$ cat src/rtl/enc_prio_stream_if.sv
// Stream bundle for the priority encoder: request vector in, encoded result out.
interface enc_prio_stream_if #(
  parameter int N_IN  = 8,
  parameter int OUT_W = $clog2(N_IN)
);
  logic             in_valid;
  logic             in_ready;
  logic [N_IN-1:0]  enc_y;
  logic             out_valid;
  logic             out_ready;
  logic [OUT_W-1:0] out_a;
  logic             out_zero;
  logic             out_multi;

  modport master (
    output in_valid, enc_y, out_ready,
    input  in_ready, out_valid, out_a, out_zero, out_multi
  );

  modport slave (
    input  in_valid, enc_y, out_ready,
    output in_ready, out_valid, out_a, out_zero, out_multi
  );
endinterface

$ cat src/rtl/enc_prio_stream.sv
// Priority encoder for one-hot request vectors with a 2-entry result FIFO
// and a saturating counter of multi-hot vectors seen at the input.
module enc_prio_stream #(
  parameter int N_IN      = 8,
  parameter int OUT_W     = $clog2(N_IN),
  parameter bit MSB_FIRST = 1'b1
) (
  input  logic                    clk,
  input  logic                    rst_n,
  enc_prio_stream_if.slave        strm,
  input  logic                    err_clr,
  output logic [7:0]              err_cnt
);

  typedef struct packed {
    logic [OUT_W-1:0] a;
    logic             zero;
    logic             multi;
  } enc_t;

  // Ascending scan: MSB_FIRST keeps overwriting so the highest index wins,
  // otherwise only the first set bit is taken.
  function automatic enc_t encode(input logic [N_IN-1:0] v);
    enc_t r;
    r.a     = '0;
    r.zero  = 1'b1;
    r.multi = 1'b0;
    for (int i = 0; i < N_IN; i++) begin
      r.multi = r.multi | (v[i] & ~r.zero);
      r.a     = (v[i] && (MSB_FIRST || r.zero)) ? OUT_W'(i) : r.a;
      r.zero  = r.zero & ~v[i];
    end
    return r;
  endfunction

  enc_t       enc_s;
  enc_t       head_r;
  enc_t       tail_r;
  logic [1:0] count_r;
  logic [1:0] count_nxt_s;
  logic       in_ready_r;
  logic       out_valid_r;
  logic [7:0] err_cnt_r;
  logic       push_s;
  logic       pop_s;

  assign strm.in_ready  = in_ready_r;
  assign strm.out_valid = out_valid_r;
  assign strm.out_a     = head_r.a;
  assign strm.out_zero  = head_r.zero;
  assign strm.out_multi = head_r.multi;
  assign err_cnt        = err_cnt_r;

  // Handshake qualification and next occupancy.
  always_comb begin
    enc_s       = encode(strm.enc_y);
    push_s      = strm.in_valid & in_ready_r;
    pop_s       = out_valid_r & strm.out_ready;
    count_nxt_s = count_r;
    case ({push_s, pop_s})
      2'b10:   count_nxt_s = count_r + 2'd1;
      2'b01:   count_nxt_s = count_r - 2'd1;
      default: count_nxt_s = count_r;
    endcase
  end

  // FIFO storage: head_r drives the outputs directly, tail_r holds the second entry.
  always_ff @(posedge clk or negedge rst_n) begin
    if (!rst_n) begin
      head_r      <= '0;
      tail_r      <= '0;
      count_r     <= 2'd0;
      in_ready_r  <= 1'b0;
      out_valid_r <= 1'b0;
      err_cnt_r   <= 8'd0;
    end else begin
      count_r     <= count_nxt_s;
      out_valid_r <= (count_nxt_s != 2'd0);
      in_ready_r  <= (count_nxt_s != 2'd2);
      case (count_r)
        2'd0: begin
          if (push_s) head_r <= enc_s;
        end
        2'd1: begin
          if (push_s && !pop_s) tail_r <= enc_s;
          else if (push_s)      head_r <= enc_s;
        end
        2'd2: begin
          if (pop_s) head_r <= tail_r;
        end
        default: begin
          head_r <= head_r;
        end
      endcase
      // Clear takes precedence over a coincident multi-hot push.
      if (err_clr)
        err_cnt_r <= 8'd0;
      else if (push_s && enc_s.multi && (err_cnt_r != 8'hFF))
        err_cnt_r <= err_cnt_r + 8'd1;
    end
  end

endmodule

$ cat src/flat_wrapper.sv
// flat-port wrapper written by rule: the top's interface ports become plain ports
module enc_prio_stream_flat 
#(
  parameter int N_IN      = 8,
  parameter int OUT_W     = $clog2(N_IN),
  parameter bit MSB_FIRST = 1'b1
)
  (clk, rst_n, err_clr, err_cnt, strm_in_valid, strm_enc_y, strm_out_ready, strm_in_ready, strm_out_valid, strm_out_a, strm_out_zero, strm_out_multi);
  enc_prio_stream_if #(.N_IN(N_IN), .OUT_W(OUT_W)) strm_i ();
  input  logic clk;
  input  logic rst_n;
  input  logic err_clr;
  output logic [7:0] err_cnt;
  input wire logic [$bits(strm_i.in_valid)-1:0] strm_in_valid;
  input wire logic [$bits(strm_i.enc_y)-1:0] strm_enc_y;
  input wire logic [$bits(strm_i.out_ready)-1:0] strm_out_ready;
  output wire logic [$bits(strm_i.in_ready)-1:0] strm_in_ready;
  output wire logic [$bits(strm_i.out_valid)-1:0] strm_out_valid;
  output wire logic [$bits(strm_i.out_a)-1:0] strm_out_a;
  output wire logic [$bits(strm_i.out_zero)-1:0] strm_out_zero;
  output wire logic [$bits(strm_i.out_multi)-1:0] strm_out_multi;
  assign strm_i.in_valid = strm_in_valid;
  assign strm_i.enc_y = strm_enc_y;
  assign strm_i.out_ready = strm_out_ready;
  assign strm_in_ready = strm_i.in_ready;
  assign strm_out_valid = strm_i.out_valid;
  assign strm_out_a = strm_i.out_a;
  assign strm_out_zero = strm_i.out_zero;
  assign strm_out_multi = strm_i.out_multi;
  enc_prio_stream #(.N_IN(N_IN), .OUT_W(OUT_W), .MSB_FIRST(MSB_FIRST)) u_core (.clk(clk), .rst_n(rst_n), .strm(strm_i), .err_clr(err_clr), .err_cnt(err_cnt));
endmodule
$ cat config.mk
export PLATFORM = sky130hd
export DESIGN_NAME = enc_prio_stream_flat
export DESIGN_NICKNAME = d
export VERILOG_FILES = /design/src/rtl/enc_prio_stream_if.sv /design/src/rtl/enc_prio_stream.sv /design/src/flat_wrapper.sv
export SDC_FILE = /design/constraint.sdc
export NUM_CORES = 1
export LEC_CHECK = 0
export CAP_MARGIN = 30
export CELL_PAD_IN_SITES_DETAIL_PLACEMENT = 1
export CELL_PAD_IN_SITES_GLOBAL_PLACEMENT = 2
export CORE_MARGIN = 4
export CORE_UTILIZATION = 27
export CTS_CLUSTER_DIAMETER = 150
export CTS_CLUSTER_SIZE = 8
export DETAILED_ROUTE_END_ITERATION = 8
export PLACE_DENSITY_LB_ADDON = 0.1
export SYNTH_ARGS = -nofsm -noshare
export SYNTH_HDL_FRONTEND = slang
export SYNTH_SLANG_ARGS = --single-unit
$ cat constraint.sdc
create_clock -name clk -period 1.5 [get_ports clk]
set_input_delay 0.3 -clock clk [delete_from_list [all_inputs] [get_ports clk]]
set_output_delay 0.3 -clock clk [all_outputs]
set_load 0.01 [all_outputs]
==> results.cfg <==
[worst_setup_path]
cp.arrival_ns = 1.76
critPathLaunchType = primary input
r2r_slack_ns = -0.10
timing.rr.end = u_core.err_cnt[0]
critPathKind = primary input to flip-flop
endpoint_kind = flip-flop
timing.rr.start = u_core.err_cnt[4]
worstPathMaxFanout = 5
crit_end = u_core.err_cnt[3]
r2r_cells = 6
worstPathRequired_ns = 1.66
cp-startpoint = strm_enc_y[0]

[grt]
antenna_found_initial = 0
grt_pass1_vias = 1386
grt_overflow_total = 0
grt_pass1_wl_mm = 6.84
grt_max_degree = 23
grt_use_total_pct = 14.1

[sta]
fin_crit_ns = 1.61
timing.final.hold_violations = 0
fin_crit_sh_pct = 107
maxSlewHeadroom_pct = 76.3
tightest_slew_ns = 0.352
drv_slew = 0
fmax_ghz = 0.623
clock_skew_ns = 0.00347
rsz0062_at_grt = true
fin_ws_ns = -0.106
setup-tns-final_ns = -0.705
finalSetupViolCount = 11

[flow_run]
drv_cap = 0

[placed_design]
detailedPlace.worstSlack_ns = -0.826
dp_hpwl_mm = 2.74
numPortBuffers = 27
place_congestion = 0.703
place_area_mm2 = 0.00187

[layout]
antennaDiodeCount = 0
drive_above_1_share_pct = 50.2
final_cell_mix = 37 x buf_4, 18 x dfrtp_1, 13 x nand2_1, 13 x nor2_1, 9 x dlygate4sd2_1
final_design_area_no_fill_mm2 = 0.00224
area_growth_pct = 74.8
final_common_cell = buf_4
final_util_pct = 50.1
final_nets = 229
num-fill-cells = 517

[logic_synthesis]
synth_area_mm2 = 0.00128
synthArstFlopShare_pct = 100
yosysSeqAreaShare_pct = 43.0
synth_edf_count = 0
synth_seq_cells = 22
synthFlopType = dfrtp_1
syn_inst = 141
synth_cell_types = 33
synth_nets = 160
avgSynthCellArea_um2 = 9.09
yosys_warnings = 0

[clocking]
clock_sinks = 22
cts_buffers = 3
clk_latency_ns = 0.27
cts_buffer_depth = 2
clkSlewWorstSetupHoldPaths_ns = 0.09
htreeDepth = 1
cts_tree = built
hold_buffers = 0
root_buffer = clkbuf_8

[floorplanning]
die_area_mm2 = 0.00591
die_y_um = 76.9
dieWidth_um = 76.9
initial_utilization_pct = 28.6
core_mm2 = 0.00447
placementRows = 24
boundaryPins = 28

[status]
status = finished with violations
violations = setup timing

[route]
viasPerCell = 4.90
vias = 1279
first_pass_iters = 3
drt_wl_total_mm = 4.01
wl_per_cell_um = 15.4
drt_iter0_drc = 39
drcViolationCount = 0
ant_nets = 0

[worst_hold_path]
hold_class = primary input to async pin

[power]
ir_drop_mv = 0.741
p_per_area_mw_per_mm2 = 1310
power.total_mw = 2.94
leakage_nw = 1.03
[where the power goes]
part           switching (mW)  internal, mW
Combinational           0.724         0.739
Clock                   0.214         0.357
Sequential              0.126         0.777
Total                    1.06          1.87
[through the flow]
| stage | instances | hold slack, ns |
|---|---|---|
| 6_report | 261 | 0.380 |
| 2_1_floorplan | 141 | 0.00441 |
| 3_5_place_dp | 244 | 0.480 |
| 3_3_place_gp | 244 | 0.451 |
| 4_1_cts | 254 | 0.390 |
| 5_1_grt | 261 | 0.412 |
[what timing repair did]
| action | in CTS | in global routing |
|---|---|---|
| pin swaps | 14 | 15 |
| resized for setup | 74 | 38 |
| setup endpoints to repair | 25 | 24 |
| buffers inserted | 5 | 7 |
| gates cloned | 1 | 0 |
[worst min-delay path by stage]
stage,from,to,slack (ns),depth (start not counted)
floorplan,rst_n,u_core.count_r[0],0.004,0
global placement,u_core.tail_r[2],u_core.tail_r[2],0.45,2
detailed placement,u_core.tail_r[1],u_core.tail_r[1],0.48,2
CTS,rst_n,u_core.strm.out_zero,0.39,2
global route,rst_n,u_core.strm.out_a[2],0.41,2
finish,rst_n,u_core.strm.out_zero,0.38,2
[metal layers]
metal	track usage [%]	share of wire, %
met1	17.3	43
met2	25.3	53
met3	2.58	3.3
met4	3.26	0.57
met5	0	0
[cell families after synthesis]
| family | Yosys count | share of synthesized area (%) |
|---|---|---|
| multiplexers | 8 | 7.13 |
| buffers and inverters | 10 | 2.93 |
| AO/OA/AOI/OAI | 28 | 15.0 |
| flip-flops | 22 | 43.0 |
| adder cells (fa/ha/maj) | 6 | 5.86 |
| AND/OR/NAND/NOR | 67 | 26.1 |
[area by class of cell]
cell class / count / area (µm²) / share of cell area [%]
multi-input combinational: 109 / 920 / 41.1
timing repair buffer: 67 / 599 / 26.8
sequential: 22 / 556 / 24.8
tap: 52 / 65.1 / 2.91
clock inverter: 1 / 30.0 / 1.34
inverter: 7 / 28.8 / 1.28
clock buffer: 3 / 41.3 / 1.84
[worst max-delay path, stage by stage]
cell and delay [ns]:
buf_8 0.10, nor4_4 0.33, buf_4 0.19, o21ai_4 0.05, a31oi_4 0.26, buf_12 0.17, nor3_2 0.05, mux2_1 0.30
[state kept, by name, summed over array words and instances (netlist names)]
signal,flops
u_core.count_r,2
u_core.err_cnt,8
u_core.strm.in_ready,1
u_core.strm.out_a,3
u_core.strm.out_multi,1
u_core.strm.out_valid,1
u_core.strm.out_zero,1
u_core.tail_r,5
[synthesized netlist by cell type, drive strengths merged (2+ instances only)]
cell	instances	area, µm²
mux2	6	71.3
nor3	5	25.0
a21oi	6	30.0
o31ai	2	15.0
clkbuf	3	11.3
inv	7	26.3
nand3	3	15.0
mux2i	2	20.0
dfrtp	22	551
ha	6	75.1
nor4	4	40.0
o21ai	12	63.8
nand2b	4	25.0
nor2	18	70.1
nor2b	7	43.8
nand2	21	78.8
a211oi	2	15.0
(Power assumes the default switching activity.)
